[src/rtl/mem_arbiter.sv]
// mem_arbiter: two-master round-robin arbiter onto one native
// valid/ready memory port, with registered slave-side requests.
//
// Ports:
//   clk, reset (sync, active-low)
//   m0_* / m1_* : master request (valid, instr, addr, wdata, wstrb),
//                 completion (ready pulse, rdata from a shared register)
//   s_*         : registered slave request, s_ready/s_rdata response
//   timeout     : one-cycle abort pulse alongside the aborted ready
//
// Build option: define MEM_ARB_TIMEOUT_EN to compile in the busy
// watchdog (TIMEOUT_CYCLES busy cycles without s_ready -> abort).
// Without it, timeout is tied 0 and BUSY waits indefinitely.

module mem_arbiter #(
  parameter int unsigned TIMEOUT_CYCLES = 255
) (
  input  logic        clk,
  input  logic        reset,

  input  logic        m0_valid,
  input  logic        m0_instr,
  input  logic [31:0] m0_addr,
  input  logic [31:0] m0_wdata,
  input  logic [3:0]  m0_wstrb,
  output logic        m0_ready,
  output logic [31:0] m0_rdata,

  input  logic        m1_valid,
  input  logic        m1_instr,
  input  logic [31:0] m1_addr,
  input  logic [31:0] m1_wdata,
  input  logic [3:0]  m1_wstrb,
  output logic        m1_ready,
  output logic [31:0] m1_rdata,

  output logic        s_valid,
  output logic        s_instr,
  output logic [31:0] s_addr,
  output logic [31:0] s_wdata,
  output logic [3:0]  s_wstrb,
  input  logic        s_ready,
  input  logic [31:0] s_rdata,

  output logic        timeout
);

  if (TIMEOUT_CYCLES < 1 || TIMEOUT_CYCLES > 65535) begin : g_chk
    $error("mem_arbiter: TIMEOUT_CYCLES out of range 1..65535");
  end

  typedef enum logic [1:0] {
    IDLE,
    BUSY,
    DONE
  } state_t;

  state_t      state;
  state_t      state_nx;

  logic        grant;
  logic        last_grant;
  logic        win;
  logic        req_any;
  logic        abort;
  logic [31:0] rdata;

  assign req_any  = m0_valid | m1_valid;
  assign m0_rdata = rdata;
  assign m1_rdata = rdata;

  // Winner: a tie goes to the master not granted last.
  always_comb begin
    win = 1'b0;
    unique case (1'b1)
      (m0_valid && m1_valid):  win = ~last_grant;
      (m1_valid && !m0_valid): win = 1'b1;
      default:                 win = 1'b0;
    endcase
  end

`ifdef MEM_ARB_TIMEOUT_EN
  localparam logic [15:0] TO_LAST =
    16'(TIMEOUT_CYCLES - 1);

  logic [15:0] to_cnt;

  // Counts stalled BUSY cycles; held at 0 outside BUSY so it is
  // clear on every entry to BUSY.
  always_ff @(posedge clk) begin
    if (!reset) begin
      to_cnt <= '0;
    end else if (state != BUSY) begin
      to_cnt <= '0;
    end else if (!s_ready) begin
      to_cnt <= to_cnt + 16'd1;
    end
  end

  // Abort on the stalled cycle that brings the count to the limit;
  // a ready on that same cycle completes normally instead.
  assign abort = (state == BUSY) && !s_ready &&
                 (to_cnt == TO_LAST);
`else
  assign abort = 1'b0;
`endif

  always_ff @(posedge clk) begin
    if (!reset) begin
      state <= IDLE;
    end else begin
      state <= state_nx;
    end
  end

  always_comb begin
    state_nx = state;
    unique case (state)
      IDLE: begin
        if (req_any) begin
          state_nx = BUSY;
        end
      end
      BUSY: begin
        if (s_ready || abort) begin
          state_nx = DONE;
        end
      end
      DONE: begin
        state_nx = IDLE;
      end
      default: begin
        state_nx = IDLE;
      end
    endcase
  end

  always_ff @(posedge clk) begin
    if (!reset) begin
      s_valid    <= 1'b0;
      s_instr    <= 1'b0;
      s_addr     <= '0;
      s_wdata    <= '0;
      s_wstrb    <= '0;
      m0_ready   <= 1'b0;
      m1_ready   <= 1'b0;
      timeout    <= 1'b0;
      rdata      <= '0;
      grant      <= 1'b0;
      last_grant <= 1'b1;
    end else begin
      m0_ready <= 1'b0;
      m1_ready <= 1'b0;
      timeout  <= 1'b0;
      unique case (state)
        IDLE: begin
          if (req_any) begin
            s_valid <= 1'b1;
            grant   <= win;
            s_instr <= win ? m1_instr : m0_instr;
            s_addr  <= win ? m1_addr  : m0_addr;
            s_wdata <= win ? m1_wdata : m0_wdata;
            s_wstrb <= win ? m1_wstrb : m0_wstrb;
          end
        end
        BUSY: begin
          if (s_ready) begin
            rdata      <= s_rdata;
            s_valid    <= 1'b0;
            last_grant <= grant;
            m0_ready   <= ~grant;
            m1_ready   <= grant;
          end else if (abort) begin
            rdata      <= '0;
            s_valid    <= 1'b0;
            last_grant <= grant;
            m0_ready   <= ~grant;
            m1_ready   <= grant;
            timeout    <= 1'b1;
          end
        end
        default: begin
        end
      endcase
    end
  end

endmodule

[config.mk]
export PLATFORM = sky130hd
export DESIGN_NAME = mem_arbiter
export DESIGN_NICKNAME = d
export VERILOG_FILES = /design/src/rtl/mem_arbiter.sv
export SDC_FILE = /design/constraint.sdc
export NUM_CORES = 1
export LEC_CHECK = 0
export CORE_AREA = 2 2 122 124
export CTS_CLUSTER_DIAMETER = 200
export CTS_CLUSTER_SIZE = 14
export DETAILED_ROUTE_END_ITERATION = 16
export DIE_AREA = 0 0 124 126
export GPL_TIMING_DRIVEN = 0
export HOLD_SLACK_MARGIN = 0.15
export MAX_ROUTING_LAYER = met4
export PLACE_DENSITY = 0.87
export SETUP_SLACK_MARGIN = 0.4
export SLEW_MARGIN = 25
export SYNTH_ARGS = -nofsm -noshare
export SYNTH_HDL_FRONTEND = slang
export SYNTH_SLANG_ARGS = --single-unit
[constraint.sdc]
create_clock -name clk -period 2.5 [get_ports clk]
set_clock_uncertainty 0.05 [all_clocks]
set_input_delay 0.625 -clock clk [delete_from_list [all_inputs] [get_ports clk]]
set_output_delay 0.625 -clock clk [all_outputs]
set_load 0.1 [all_outputs]
==> results.sh <==
export IMPL_end_kind="output port"
export IMPL_antenna_found_initial=1
export IMPL_required_ps=1820
export IMPL_initial_core_util_pct=34.90
export IMPL_status="finished clean"
export IMPL_rsz0062_at_grt="no"
export IMPL_fin_crit_ps=2052
export IMPL_routed_wl_um=18050
export IMPL_grt_max_degree=21
export IMPL_setup_violations_final=0
export IMPL_hp_class="reg2reg"
export IMPL_max_stage_delay_ps=550
export IMPL_slew_headroom_pct=50.10
export IMPL_synth_nets=696
export IMPL_core_area_mm2=0.01431
export IMPL_cts_tree="done"
export IMPL_cp_data_arrival_time_ps=1380
export IMPL_synthCells=521
export IMPL_synthTopCellsByArea="dfxtp_1, a311oi_2, nand2_1"
export IMPL_grtUsageTotal_pct=23.28
export IMPL_powerDensity_mw_per_mm2=700.8
export IMPL_drc=0
export IMPL_fmax_ghz=0.4873
export IMPL_path_clk_slew_ps=80
export IMPL_fp_dieW_um=124
export IMPL_root_buffer="clkbuf_16"
export IMPL_slew_viol_final=0
export IMPL_grt_pass1_vias=5159
export IMPL_yosysSeqAreaShare_pct=43.29
export IMPL_hold_viol=0
export IMPL_die_area_mm2=0.01562
export IMPL_cts_buffer_depth=2
export IMPL_drt_iter0_markers=149
export IMPL_synth_area_mm2=0.004995
export IMPL_hold_depth=1
export IMPL_num_vias=5131
export IMPL_grt_pass1_wl_um=26860
export IMPL_place_area_mm2=0.008328
export IMPL_port_buffers=310
export IMPL_crit_path_start="m0_rdata[26]"
export IMPL_dr_pass1_iters=4
export IMPL_nNetsFinal=1019
export IMPL_synth_distinct_cells=24
export IMPL_vias_per_cell=4.962
export IMPL_synth_seq_cells=108
export IMPL_syn2layout_area_growth_pct=76.63
export IMPL_cts_sinks=108
export IMPL_cp_depth=2
export IMPL_layout_drive_gt1_share_pct=34.63
export IMPL_worstPathMaxFanout=3
export IMPL_synth_top_cell_by_area="dfxtp_1"
export IMPL_power_leakage_nw=3.380
export IMPL_rrSetupSlack_ps=680
export IMPL_ios=312
export IMPL_crit_family="buffers and inverters"
export IMPL_startpoint_type="register"
export IMPL_routabilityCongestion=0.8145
export IMPL_dpl_hpwl_um=13890
export IMPL_crit_buf_inv=2
export IMPL_numCtsBuffers=9
export IMPL_r2r_start="state[1]"
export IMPL_r2r_cells=4
export IMPL_ctsHtreeMaxLevel=3
export IMPL_synth_top_area_share_pct=43.29
export IMPL_clk_latency_ps=360
export IMPL_critical_path_class="reg2out"
export IMPL_maxCapViolCount=0
export IMPL_crit_chain="buf_4, clkdlybuf4s15_2"
export IMPL_yosysWarnings=0
export IMPL_design_area_mm2=0.008822
export IMPL_wl_per_cell_um=17.46
export IMPL_cp_slowest_cell="clkdlybuf4s15_2"
export IMPL_grt_overflow=0
export IMPL_fin_util_pct=61.63
export IMPL_rows=44
export IMPL_hold_path_startpoint="grant"
export IMPL_r2r_end="s_wdata[11]"
export IMPL_holdPathEnd="m0_ready"
export IMPL_avgSynthCellArea_um2=9.587
export IMPL_fin_tns_setup_ps=0
export IMPL_drt_antenna_violating_nets=0
export IMPL_worst_pin_slew_ps=748.4
export IMPL_ir_drop_mv=0.4737
export IMPL_dieHeight_um=126
export IMPL_finalCritPeriodShare_pct=82.08
## cell type report
| class | count | area, µm² |
|---|---|---|
| Antenna cell | 1 | 2.502 |
| Tap cell | 184 | 230.2 |
| Multi-Input combinational cell | 326 | 2313 |
| Timing Repair Buffer | 312 | 3249 |
| Clock buffer | 9 | 225.2 |
| Buffer | 85 | 540.5 |
| Fill cell | 1216 | 5492 |
| Inverter | 2 | 7.507 |
| Sequential cell | 108 | 2162 |
| Clock inverter | 7 | 91.34 |
## through the flow
step	std cells	power (mW)	worst slack [ps]	hold WS (ps)
floorplan	521	3.944	451.4	371.5
global placement	1015	4.714	-220.8	399.3
detailed placement	1015	4.740	-221.4	411.6
CTS	1033	6.208	376.8	423.4
global route	1034	6.390	400.7	473.0
finish	1034	6.183	447.9	416.5
## cells by family (layout without fill, tap and decap cells)
group                  count (synthesis)  count (layout)  synth area share, %
DFF                                  108             108                43.29
and+or+nand+nor                      148             148                11.67
AOI/OAI and AO/OA                    177             177                34.42
other                                  1               2              0.07508
buffers and inverters                 87             415                10.55
## worst reg2reg max path, delay by kind of cell, from the launching register on
| kind | cells | cell delay (ps) |
|---|---|---|
| AND/OR/NAND/NOR | 1 | 430 |
| flip-flops | 1 | 350 |
| buffers and inverters | 1 | 450 |
| AO/OA/AOI/OAI | 2 | 450 |
## what timing repair did
item,CTS,global route
resized for setup,413,46
hold buffers,0,0
cloned,0,0
setup endpoints to repair,197,93
pin swaps,0,0
setup buffers,2,0
## layer usage
metal / routed length, µm / vias to the layer above / GRT usage [%]
li1: - / 2498 / -
met1: 6819 / 2368 / 24.75
met2: 9386 / 229 / 40.82
met3: 1382 / 36 / 5.797
met4: 465 / 0 / 9.451
met5: 0 / - / -
## flip-flops by register name, summed over array words and instances, names as in the netlist
register / cells
grant: 1
last_grant: 1
m0_rdata: 32
m0_ready: 1
m1_ready: 1
s_addr: 32
s_instr: 1
s_valid: 1
s_wdata: 32
s_wstrb: 4
state: 2
## report_power, final
part           total (mW)  switching, mW  leakage (nW)  internal [mW]
combinational        2.67           1.90          2.34          0.779
sequential           1.98          0.100         0.891           1.88
clock                1.52          0.719         0.152          0.805
total                6.18           2.71          3.38           3.47
## cells in the final DEF (no fill, tap or decap), drive strengths merged, types with 6 or more instances in the layout
cell / instances
clkdlybuf4s15: 119
inv: 6
dfxtp: 108
a311oi: 69
buf: 56
clkdlybuf4s50: 173
clkdlybuf4s18: 13
clkbuf: 44
a21oi: 70
nand2: 138
a22o: 33
## cells in the mapped netlist
cell type  number
a21bo_1         1
a21boi_1        1
a21boi_2        1
a21oi_1        70
a22o_1         33
a311oi_2       69
and2_1          2
and2_4          1
buf_1           3
buf_2           7
buf_4          33
buf_6           9
clkbuf_1       33
conb_1          1
dfxtp_1       108
inv_1           1
inv_2           1
nand2_1       138
nand3b_1        1
nor2_2          2
nor3_1          2
nor3b_1         1
o21a_1          2
or2_1           1
## worst max path at each step
stage | to | slack, ps
after global routing | m1_rdata[4] | 400
after floorplan | m1_rdata[0] | 450
final | m1_rdata[26] | 450
after CTS | s_wdata[12] | 380
after detailed placement | s_wdata[30] | -220
after global placement | s_wdata[30] | -220
Power figures use the tool's default switching activity.
